File: config.mk
export PLATFORM = sky130hd
export DESIGN_NAME = find_mod_pitch
export DESIGN_NICKNAME = d
export VERILOG_FILES = /design/src/rtl/find_mod_pitch.sv
export SDC_FILE = /design/constraint.sdc
export NUM_CORES = 1
export LEC_CHECK = 0
export CORE_ASPECT_RATIO = 1.1
export CORE_UTILIZATION = 55
export DETAILED_ROUTE_END_ITERATION = 7
export GPL_TIMING_DRIVEN = 0
export PLACE_DENSITY = 0.73
export SLEW_MARGIN = 20
export SYNTH_ARGS = -nofsm -noshare
export SYNTH_HDL_FRONTEND = slang
export SYNTH_SLANG_ARGS = --single-unit
File: constraint.sdc
create_clock -name clk_in -period 7 [get_ports clk_in]
set_input_delay 1.05 -clock clk_in [delete_from_list [all_inputs] [get_ports clk_in]]
set_output_delay 1.05 -clock clk_in [all_outputs]
set_load 0.05 [all_outputs]
File: src/rtl/find_mod_pitch.sv
`default_nettype none
// ============================================================================
//  Module   : find_mod_pitch
//  Purpose  : Fixed-point QR module pitch and module size from three finder centres.
//  Revision : 1.0  initial release
// ============================================================================
module find_mod_pitch #(
    parameter int COORD_W     = 9,
    parameter int FRAC_BITS   = 4,
    parameter int VERSION_W   = 6,
    parameter int VERSION_MAX = 40
) (
    input  logic                            clk_in,
    input  logic                            rst_in,
    input  logic [COORD_W-1:0]              centers_x [2:0],
    input  logic [COORD_W-1:0]              centers_y [2:0],
    input  logic [VERSION_W-1:0]            version_in,
    input  logic                            start_in,
    output logic                            busy_out,
    output logic [COORD_W+FRAC_BITS:0]      pitch_h_out,
    output logic [COORD_W+FRAC_BITS:0]      pitch_v_out,
    output logic [COORD_W+FRAC_BITS:0]      pitch_avg_out,
    output logic [COORD_W-1:0]              mod_size_out,
    output logic                            pitch_valid_out,
    output logic                            err_out
);

    localparam int C_Q_W   = COORD_W + 1 + FRAC_BITS;
    localparam int C_M_W   = COORD_W + 1;
    localparam int C_S_W   = 8;
    localparam int C_CNT_W = $clog2(C_Q_W);

    typedef enum logic [2:0] {
        ST_IDLE = 3'd0,
        ST_ABS  = 3'd1,
        ST_MAG  = 3'd2,
        ST_DIV  = 3'd3,
        ST_DONE = 3'd4
    } state_t;

    state_t               r_state;
    logic [COORD_W-1:0]   r_x [2:0];
    logic [COORD_W-1:0]   r_y [2:0];
    logic [VERSION_W-1:0] r_ver;
    logic                 r_ver_bad;
    logic [COORD_W-1:0]   r_dx_h, r_dy_h, r_dx_v, r_dy_v;
    logic [C_M_W-1:0]     r_mag_h, r_mag_v;
    logic [C_S_W-1:0]     r_span;
    logic [C_Q_W-1:0]     r_dvd_h, r_dvd_v, r_quo_h, r_quo_v;
    logic [C_S_W-1:0]     r_rem_h, r_rem_v;
    logic [C_CNT_W-1:0]   r_cnt;

    function automatic logic [COORD_W-1:0] f_absdiff(input logic [COORD_W-1:0] a,
                                                     input logic [COORD_W-1:0] b);
        return (a >= b) ? a - b : b - a;
    endfunction

    // Octagonal distance estimate: max + 3/8*min without a multiplier
    function automatic logic [C_M_W-1:0] f_mag(input logic [COORD_W-1:0] a,
                                               input logic [COORD_W-1:0] b);
        logic [COORD_W-1:0] mx;
        logic [COORD_W-1:0] mn;
        mx = (a >= b) ? a : b;
        mn = (a >= b) ? b : a;
        return C_M_W'(mx) + C_M_W'(mn >> 2) + C_M_W'(mn >> 3);
    endfunction

    logic [C_M_W-1:0]   w_mag_h, w_mag_v;
    logic [C_S_W-1:0]   w_span;
    logic               w_ver_bad;
    logic [C_S_W:0]     w_trial_h, w_trial_v;
    logic               w_ge_h, w_ge_v;
    logic [C_Q_W-1:0]   w_ph, w_pv, w_hi, w_lo, w_gap, w_avg;
    logic [C_Q_W:0]     w_sum, w_round;
    logic [COORD_W-1:0] w_mod;
    logic               w_asym;

    always_comb begin
        w_mag_h   = f_mag(r_dx_h, r_dy_h);
        w_mag_v   = f_mag(r_dx_v, r_dy_v);
        w_span    = C_S_W'({r_ver, 2'b00}) + C_S_W'(10);
        w_ver_bad = (r_ver == '0) || (r_ver > VERSION_W'(VERSION_MAX));

        // Remainder stays below the span, so one bit of headroom is enough
        w_trial_h = {r_rem_h, r_dvd_h[C_Q_W-1]};
        w_trial_v = {r_rem_v, r_dvd_v[C_Q_W-1]};
        w_ge_h    = w_trial_h >= {1'b0, r_span};
        w_ge_v    = w_trial_v >= {1'b0, r_span};

        w_ph    = r_ver_bad ? '0 : r_quo_h;
        w_pv    = r_ver_bad ? '0 : r_quo_v;
        w_sum   = {1'b0, w_ph} + {1'b0, w_pv};
        w_avg   = C_Q_W'(w_sum >> 1);
        w_round = {1'b0, w_avg} + (C_Q_W+1)'(1 << (FRAC_BITS-1));
        w_mod   = COORD_W'(w_round >> FRAC_BITS);
        w_hi    = (w_ph >= w_pv) ? w_ph : w_pv;
        w_lo    = (w_ph >= w_pv) ? w_pv : w_ph;
        w_gap   = w_hi - w_lo;
        w_asym  = w_gap > (w_hi >> 2);
    end

    always_ff @(posedge clk_in or negedge rst_in) begin
        if (!rst_in) begin
            r_state         <= ST_IDLE;
            r_x             <= '{default: '0};
            r_y             <= '{default: '0};
            r_ver           <= '0;
            r_ver_bad       <= 1'b0;
            r_dx_h          <= '0;
            r_dy_h          <= '0;
            r_dx_v          <= '0;
            r_dy_v          <= '0;
            r_mag_h         <= '0;
            r_mag_v         <= '0;
            r_span          <= '0;
            r_dvd_h         <= '0;
            r_dvd_v         <= '0;
            r_quo_h         <= '0;
            r_quo_v         <= '0;
            r_rem_h         <= '0;
            r_rem_v         <= '0;
            r_cnt           <= '0;
            busy_out        <= 1'b0;
            pitch_h_out     <= '0;
            pitch_v_out     <= '0;
            pitch_avg_out   <= '0;
            mod_size_out    <= '0;
            pitch_valid_out <= 1'b0;
            err_out         <= 1'b0;
        end else begin
            pitch_valid_out <= 1'b0;
            case (r_state)
                ST_IDLE: begin
                    busy_out <= start_in;
                    if (start_in) begin
                        r_x     <= centers_x;
                        r_y     <= centers_y;
                        r_ver   <= version_in;
                        r_state <= ST_ABS;
                    end
                end
                ST_ABS: begin
                    r_dx_h  <= f_absdiff(r_x[1], r_x[0]);
                    r_dy_h  <= f_absdiff(r_y[1], r_y[0]);
                    r_dx_v  <= f_absdiff(r_x[2], r_x[0]);
                    r_dy_v  <= f_absdiff(r_y[2], r_y[0]);
                    r_state <= ST_MAG;
                end
                ST_MAG: begin
                    r_mag_h   <= w_mag_h;
                    r_mag_v   <= w_mag_v;
                    r_span    <= w_span;
                    r_ver_bad <= w_ver_bad;
                    r_dvd_h   <= {w_mag_h, {FRAC_BITS{1'b0}}};
                    r_dvd_v   <= {w_mag_v, {FRAC_BITS{1'b0}}};
                    r_rem_h   <= '0;
                    r_rem_v   <= '0;
                    r_quo_h   <= '0;
                    r_quo_v   <= '0;
                    r_cnt     <= '0;
                    r_state   <= ST_DIV;
                end
                ST_DIV: begin
                    r_rem_h <= C_S_W'(w_ge_h ? w_trial_h - {1'b0, r_span} : w_trial_h);
                    r_rem_v <= C_S_W'(w_ge_v ? w_trial_v - {1'b0, r_span} : w_trial_v);
                    r_quo_h <= {r_quo_h[C_Q_W-2:0], w_ge_h};
                    r_quo_v <= {r_quo_v[C_Q_W-2:0], w_ge_v};
                    r_dvd_h <= r_dvd_h << 1;
                    r_dvd_v <= r_dvd_v << 1;
                    r_cnt   <= r_cnt + 1'b1;
                    if (r_cnt == C_CNT_W'(C_Q_W-1))
                        r_state <= ST_DONE;
                end
                ST_DONE: begin
                    pitch_h_out     <= w_ph;
                    pitch_v_out     <= w_pv;
                    pitch_avg_out   <= w_avg;
                    mod_size_out    <= w_mod;
                    err_out         <= r_ver_bad || (r_mag_h == '0) || (r_mag_v == '0) || w_asym;
                    pitch_valid_out <= 1'b1;
                    r_state         <= ST_IDLE;
                end
                default: r_state <= ST_IDLE;
            endcase
        end
    end

endmodule
`default_nettype wire

; ---- Word level (Yosys, flattened, before mapping)
; Cells that the tools add are included.
[op_classes]
add_sub_neg = 19
multipliers = 0
n_div = 0
magnitude_cmp = 11
eq_ne = 7
shifts = 0
mux = 25
bitwise_logic = 0
reduce_logical = 11
[ops]
columns = cell, n
row1 = 14-bit one-hot mux with 2 select lines, 4
row2 = 9-bit 2-to-1 mux, 8
row3 = 9-bit subtractor, 8
row4 = 14-bit 2-to-1 mux, 4
row5 = 9-bit >= comparator, 6
row6 = 8-bit one-hot mux with 2 select lines, 2
row7 = 10-bit by 6-bit adder with 10-bit output, 2
row8 = 9-bit by 7-bit adder with 10-bit output, 2
row9 = 10-bit zero test, 2
row10 = 9-bit by 8-bit >= comparator with 1-bit output, 2
row11 = 8-bit 2-to-1 mux, 2
row12 = 8-bit subtractor, 2
row13 = 14-bit by 14-bit adder with 15-bit output, 1
row14 = 14-bit >= comparator, 1
row15 = 14-bit by 12-bit > comparator with 1-bit output, 1
row16 = 14-bit subtractor, 1
row17 = "13-bit by 4-bit adder with 13-bit output, second input constant", 1
row18 = 3-bit one-hot mux with 4 select lines, 1
row19 = "8-bit by 4-bit adder with 8-bit output, second input constant", 1
row20 = 4-bit one-hot mux with 2 select lines, 1
row21 = "3-bit by 2-bit == test with 1-bit output, second input constant", 2
row22 = "6-bit > comparator, second input constant", 1
row23 = 6-bit zero test, 1
row24 = 3-bit 2-to-1 mux, 2
row25 = 10 further kinds, 15
[totals]
register_bits = 258
latchBits = 0
mem_bits_rw = 0
romBits = 0
word_cells = 103
memories = 0

; ---- Logic depth before layout (Yosys ltp)
; Gate-level depths: netlist of run 1.
[depth]
ltp_word = 6
ltp_mapped = 32
mapped_depth_nobuf = 26

; ---- Least setup slack after synthesis of run 1
; Ideal clock, no wire load.
[synth_path]
path_kind = register -> register
from = reg r_ver_bad
to = reg err_out
t_arrival_ps = 5386
required_time_ps = 6868
path_slack_ps = 1482
stages_incl_launch_ff = 32
n_path_buf = 6
period_less_slack_ps = 5518
path_cell_list = dfrtp_1 -> clkbuf_1 -> clkbuf_1 -> clkbuf_1 -> nand2b_1 -> inv_1 -> ha_1 -> buf_2 -> nand2_1 -> o21ai_0 -> a221o_1 -> nor2_2 -> buf_6 -> buf_2 -> mux2i_1 -> ha_1 -> inv_1 -> o311ai_1 -> a21oi_2 -> o21ai_1 -> a211o_1 -> xor2_1 -> ha_1 -> a21o_1 -> a21oi_1 -> nor2b_1 -> o21ai_0 -> a22oi_1 -> nor4_1 -> o221ai_1 -> a21oi_1 -> o211ai_2
[synth_between]
elab_chain_cells = 6
[synth_lines]
columns = element, line_no
row1 = "start, declared", 45  ; logic r_ver_bad;
row2 = "start signal, assigned", 153  ; r_ver_bad <= w_ver_bad;
row3 = 14-bit 2-to-1 mux (*), 90  ; w_ph = r_ver_bad ? '0 : r_quo_h;
row4 = net w_ph[8], 73  ; logic [C_Q_W-1:0] w_ph, w_pv, w_hi, w_lo, w_gap, w_avg;
row5 = 14-bit >= comparator, "96, 97"
row6 = "14-bit 2-to-1 mux, on equally long branches", "96, 97"
row7 = 14-bit subtractor, 98  ; w_gap = w_hi - w_lo;
row8 = 14-bit by 12-bit > comparator with 1-bit output (*), 99  ; w_asym = w_gap > (w_hi >> 2);
row9 = 1-bit logical OR (*), 179  ; err_out <= r_ver_bad || (r_mag_h == '0) || (r_mag_v == '0) || w_asym;
row10 = "end signal, assigned", 179
row11 = "end, declared", 25  ; output logic err_out
; Mark *: on every way through the listed nets, which the timed path passes. The rest lies on a longest branch.
; A chain may end at the register's enable or synchronous reset.

; ---- Worst setup path in the final report of run 1
; Same ends and word-level chain as after synthesis.

==> flow_metrics.tcl, run 1 <==
set metrics [dict create \
    clk_skew_ps 12.5 \
    postSynthNetCount 2170 \
    postSynthCellCount 1921 \
    arrival_ps 6970 \
    critical_path_required_ps 7420 \
    global_route.usage.met3 0.0291 \
    crit_fanout 11 \
    number_of_flops_mapped_to_enable_cells_by_yosys 0 \
    setup_tns_ps 0 \
    cts_max_level 1 \
    dr.first_iter.drc_count 908 \
    ys.warnings.count 0 \
    grt_most_used_layer "met2" \
    cts_hold_buffers 0 \
    numClockSinks 249 \
    area_of_the_multi_input_gates_mm2 0.00950 \
    ys_types 81 \
    fmax_ghz 0.153 \
    antenna_found_initial 0 \
    area_growth_pct 15.7 \
    setup_viol_count_final 0 \
    wl_per_cell_um 17.5 \
    gp_congestion 0.926 \
    fillCellCount 2522 \
    routed_via_count_divided_by_cell_count 5.70 \
    min_period_over_period 0.936 \
    firstDrtPassIters 7 \
    cp_max_stage_delay_ps 490 \
    clockRootBuffer "sky130_fd_sc_hd__clkbuf_16" \
    grt_first_pass_wirelength_mm 70.6 \
    reg2regPathDepth 30 \
    post-synth-top-area-fraction 0.372 \
    post-synth-top-area-cell "sky130_fd_sc_hd__dfrtp_1" \
    routed_wirelength_mm 43.1 \
    finalNetCount 2318 \
    die_x_um 168 \
    die_h_um 185 \
    r2r_setup_slack_ps 450 \
    min-delay-path-class "primary input to asynchronous set/reset pin" \
    die_area_mm2 0.0311 \
    use_met2 0.517 \
    synthesis.area_mm2 0.0167 \
    critical_path.most_common_cell "sky130_fd_sc_hd__ha_1" \
    post-cts-setup-buffer-count 0 \
    holdWs_ps 370 \
    global_route.overflow_total 0 \
    layout.cells.most_common_list "sky130_fd_sc_hd__nand2_1, sky130_fd_sc_hd__o21ai_0, sky130_fd_sc_hd__dfrtp_1" \
    grt_max_degree 91 \
    hold_viol_final 0 \
    cts_tree "done" \
    cap_violations 0 \
    fin_max_slew_vios 0 \
    classification_of_the_worst_setup_path "register to register" \
    clock_latency_ps 560 \
    critical_path.slowest_cell "sky130_fd_sc_hd__a221o_2" \
    run_status "complete, no violations" \
    grt_pass1_vias 13847 \
    start_kind "register" \
    seqCellArea_mm2 0.00623 \
    port_buffers 116 \
    globalRouteMet1Util 0.352 \
    slew_at_the_pin_closest_to_its_max_slew_limit_ps 1040 \
    io_pins 117 \
    layout_commonest_cell "sky130_fd_sc_hd__nand2_1" \
    rsz0062_at_grt "false" \
    num_rows 66 \
    routed-via-count 14032 \
    core_area_mm2 0.0297 \
    floorplan.initialDensity 0.563 \
    share_of_flip_flops_with_an_asynchronous_set_or_reset_after_synthesis 1.00 \
    capturing_element_type_of_the_critical_path "register" \
    final.min_clock_period_ps 6550 \
    detailedPlacementHpwl_mm 33.3 \
    grt.total_usage 0.282 \
    clk_path_buf_depth 3 \
    final_layout_size_suffix_gt1_frac 0.0560 \
    yosysSeqAreaShare 0.372 \
    synth_top_area_cells "sky130_fd_sc_hd__dfrtp_1, sky130_fd_sc_hd__ha_1, sky130_fd_sc_hd__o21ai_0" \
    drc 0 \
    cts_made_buffers 28 \
    ys_dominant_reg_cell "sky130_fd_sc_hd__dfrtp_1" \
    synth.avg_cell_area_um2 8.71 \
    insertedDiodeCount 0 \
    path_clk_slew_ps 60 \
    max_slew_margin 0.308 \
    flip_flop_and_latch_count_after_synthesis 249 \
    drtAntennaViolNets 0 \
]
## sequential cells by signal (all words and copies together) (netlist names), 10 cells and up
name / flops
pitch_avg_out: 14
pitch_h_out: 14
pitch_v_out: 14
r_dvd_h: 10
r_dvd_v: 10
r_mag_h: 10
r_mag_v: 10
r_quo_h: 14
r_quo_v: 14
r_x: 27
r_y: 27
## area by class of cell
type                    instances  share of cell area
flip-flops and latches        249               0.322
plain buffers                  89              0.0189
multi-input cells            1410               0.491
well taps                     374              0.0242
clock inverters                11             0.00621
clock buffers                  38              0.0402
inverters                     172              0.0334
repair buffers                119              0.0645
## synth_stat cells, drive strengths merged, types with 4 or more instances
library cell,count
fa,25
nor2b,33
and2,4
nand3,47
o21a,7
or4,6
o221ai,5
inv,171
or3,7
ha,161
nor2,87
a21oi,110
a31oi,13
a311oi,4
nor4,9
o31ai,5
o21bai,8
and3,5
dfrtp,249
mux2,32
buf,25
a221oi,5
nand2b,49
o211ai,10
nand2,302
xor2,24
a21boi,5
clkbuf,65
a21o,26
o32ai,4
nand4,9
nor3,11
xnor2,49
nand3b,5
mux2i,37
o22ai,10
o21ai,258
## per-stage QoR
stage,instances,instance area (um2),setup WS [ps],utilization
6_report,2462,19400,451,0.651
5_1_grt,2462,19400,19.8,0.651
3_5_place_dp,2414,18500,80.8,0.621
3_3_place_gp,2411,18400,-5640,0.618
4_1_cts,2463,19300,27.0,0.651
2_1_floorplan,1921,16700,1480,-
## logic make-up after synthesis
group / after synthesis / synth area share
muxes: 69 / 0.0439
buffers and inverters: 262 / 0.0605
DFF: 249 / 0.372
and+or+nand+nor: 582 / 0.157
xor gates and xnor gates: 73 / 0.0382
AOI/OAI and AO/OA: 500 / 0.177
adders and majority gates: 186 / 0.150
## worst max-delay path: cells and delay by family (launching register included)
kind / cells / cell delay [ps]
xor+xnor: 1 / 150
fa+ha+maj: 3 / 800
simple gates: 5 / 920
flops: 1 / 450
mux: 1 / 130
compound gates: 13 / 2600
buf+inv: 7 / 1370
## final timing paths
check / from / to
setup reg to reg: r_ver_bad / err_out
max in group asynchronous: rst_in / r_y[2]
hold / removal: rst_in / r_rem_v[5]
min in group clk_in: pitch_v_out[0] / pitch_v_out[0]
hold reg to reg: pitch_v_out[0] / pitch_v_out[0]
setup / recovery: r_ver_bad / err_out
## timing repair
| action | in CTS | in global routing |
|---|---|---|
| resized for setup | 0 | 6 |
| setup endpoints to repair | 0 | 1 |
| endpoints found under the hold margin | 0 | 0 |
## layer usage
metal / routed length [um] / share of wire
met4: 1110 / 0.026
met2: 21800 / 0.51
met3: 1610 / 0.037
met1: 18600 / 0.43
met5: 0 / 0
Power of run 1 is not shown: default switching activity piles up to over one toggle a cycle in this logic, so the estimate is an artifact.
==> inputs of run 2 (changes only) <==
Settings changed: GPL_ROUTABILITY_DRIVEN set to 1.
==> results of run 2 <==
Same layout as run 1: the final DEF is identical, and so are final timing and power.
Power of run 2 is left out for the same reason.
==> inputs of run 3 (changes only) <==
Settings changed: PLACE_DENSITY 0.73 to not set, PLACE_DENSITY_LB_ADDON set to 0.12.
Clock period 7 ns to 7.85 ns, I/O delays scaled along.
==> run 3 against run 2 <==
Net effect: clock skew is 2.9 ps higher; critical endpoint unchanged; routed wire length is 0.85% lower; critical path depth stayed put; non-clock buffer count is 1 higher; fmax is 9.9% lower; final cell count hardly changed.
==> flow_metrics.tcl, run 3 (synthesis gave the netlist of run 1 again) <==
set metrics [dict create \
    die_x_um 168 \
    routed-via-count 13880 \
    min-delay-path-class "register to register" \
    core_area_mm2 0.0297 \
    fmax_ghz 0.138 \
    clk_path_buf_depth 3 \
    routed_wirelength_mm 42.7 \
    cap_violations 0 \
    critical_path_required_ps 8270 \
    dr.first_iter.drc_count 844 \
    firstDrtPassIters 5 \
    critical_path.slowest_cell "sky130_fd_sc_hd__a221o_1" \
    fin_max_slew_vios 0 \
    numClockSinks 249 \
    final_cells 2464 \
    area_of_the_multi_input_gates_mm2 0.00950 \
    cts_max_level 1 \
    post-place-cells 2414 \
    postLayoutSetupSlackWorst_ps 578 \
    area_growth_pct 16.2 \
    clk_skew_ps 15.4 \
    antenna_found_initial 0 \
    max_slew_margin 0.273 \
    drc 0 \
    die_area_mm2 0.0311 \
    die_h_um 185 \
    cts.repair.resized 0 \
    drtAntennaViolNets 0 \
    detailedPlacementHpwl_mm 33.2 \
    cts_hold_buffers 0 \
    arrival_ps 7690 \
    start_kind "register" \
    gp_congestion 0.897 \
    classification_of_the_worst_setup_path "register to register" \
    grt_pass1_vias 13754 \
    seqCellArea_mm2 0.00623 \
    num_rows 66 \
    rsz0062_at_grt "false" \
    post_place_setup_slack_ps 795 \
    routed_via_count_divided_by_cell_count 5.63 \
    clock_latency_ps 550 \
    run_status "complete, no violations" \
    final.min_clock_period_ps 7270 \
    grt_max_degree 75 \
    finalNetCount 2320 \
    biggestRegsByFlops "r_x: 27 flops, r_y: 27 flops" \
    floorplan.initialDensity 0.563 \
    post-cts-setup-buffer-count 0 \
    slew_at_the_pin_closest_to_its_max_slew_limit_ps 1090 \
    layout_commonest_cell "sky130_fd_sc_hd__nand2_1" \
    grt.total_usage 0.282 \
    fillCellCount 2555 \
    path_clk_slew_ps 60 \
    final_layout_size_suffix_gt1_frac 0.0555 \
    layout.core_utilization 0.654 \
    clockRootBuffer "sky130_fd_sc_hd__clkbuf_16" \
    grt_first_pass_wirelength_mm 70.3 \
    port_buffers 116 \
    crit_fanout 10 \
    wl_per_cell_um 17.3 \
    min_period_over_period 0.926 \
    global_route.overflow_total 0 \
    hold_viol_final 0 \
    cp_max_stage_delay_ps 520 \
    cts_made_buffers 29 \
    insertedDiodeCount 0 \
    io_pins 117 \
    setup_viol_count_final 0 \
    cts_tree "done" \
    layout.cells.most_common_list "sky130_fd_sc_hd__nand2_1, sky130_fd_sc_hd__o21ai_0, sky130_fd_sc_hd__dfrtp_1" \
    capturing_element_type_of_the_critical_path "register" \
]
==> run 3: changes by cell type in the layout (fill, tap and decap cells not counted), sizes merged <==
| cell | change |
|---|---|
| bufinv | +2 |
| clkbuf | +2 |
| clkinv | -3 |
| clkinvlp | +2 |
| inv | -1 |
==> run 3: per-stage QoR <==
step / setup TNS, ps / area [um2] / hold slack [ps]
finish: 0 / 19400 / 472
global route: 0 / 19400 / 496
CTS: 0 / 19400 / 477
detailed placement: 0 / 18500 / 459
global placement: -1237140 / 18400 / 454
floorplan: 0 / 16700 / 437
==> run 3: area by class of cell <==
type                            count  share of cell area
Buffer                             90              0.0189
Clock inverter                     11             0.00862
Inverter                          172              0.0332
Timing Repair Buffer              119              0.0642
Tap cell                          374              0.0241
Sequential cell                   249               0.320
Clock buffer                       39              0.0423
Multi-Input combinational cell   1410               0.488
==> run 3: worst paths after layout <==
check,cells after the start,slack (ps),startpoint,to
max reg2reg,30,580,r_ver_bad,err_out
max in group asynchronous,3,6280,rst_in,pitch_avg_out[10]
min,2,470,pitch_h_out[5],pitch_h_out[5]
min reg2reg,2,470,pitch_h_out[5],pitch_h_out[5]
max,30,580,r_ver_bad,err_out
min in group asynchronous,1,510,rst_in,r_rem_v[7]
==> run 3: worst max-delay path, delay by kind of cell, from the launching register on <==
family                   cells  cell delay [ps]
AO/OA/AOI/OAI               12             2750
adder cells (fa/ha/maj)      3              790
multiplexers                 1              120
buffers and inverters        8             2000
flip-flops                   1              350
AND/OR/NAND/NOR              6             1140
==> run 3: layer usage <==
metal  GRT usage  share of wire
met1       0.354           0.43
met3      0.0274          0.032
met4      0.0625          0.019
met5           0              0
met2       0.522           0.52
Power of run 3 is left out for the same reason.
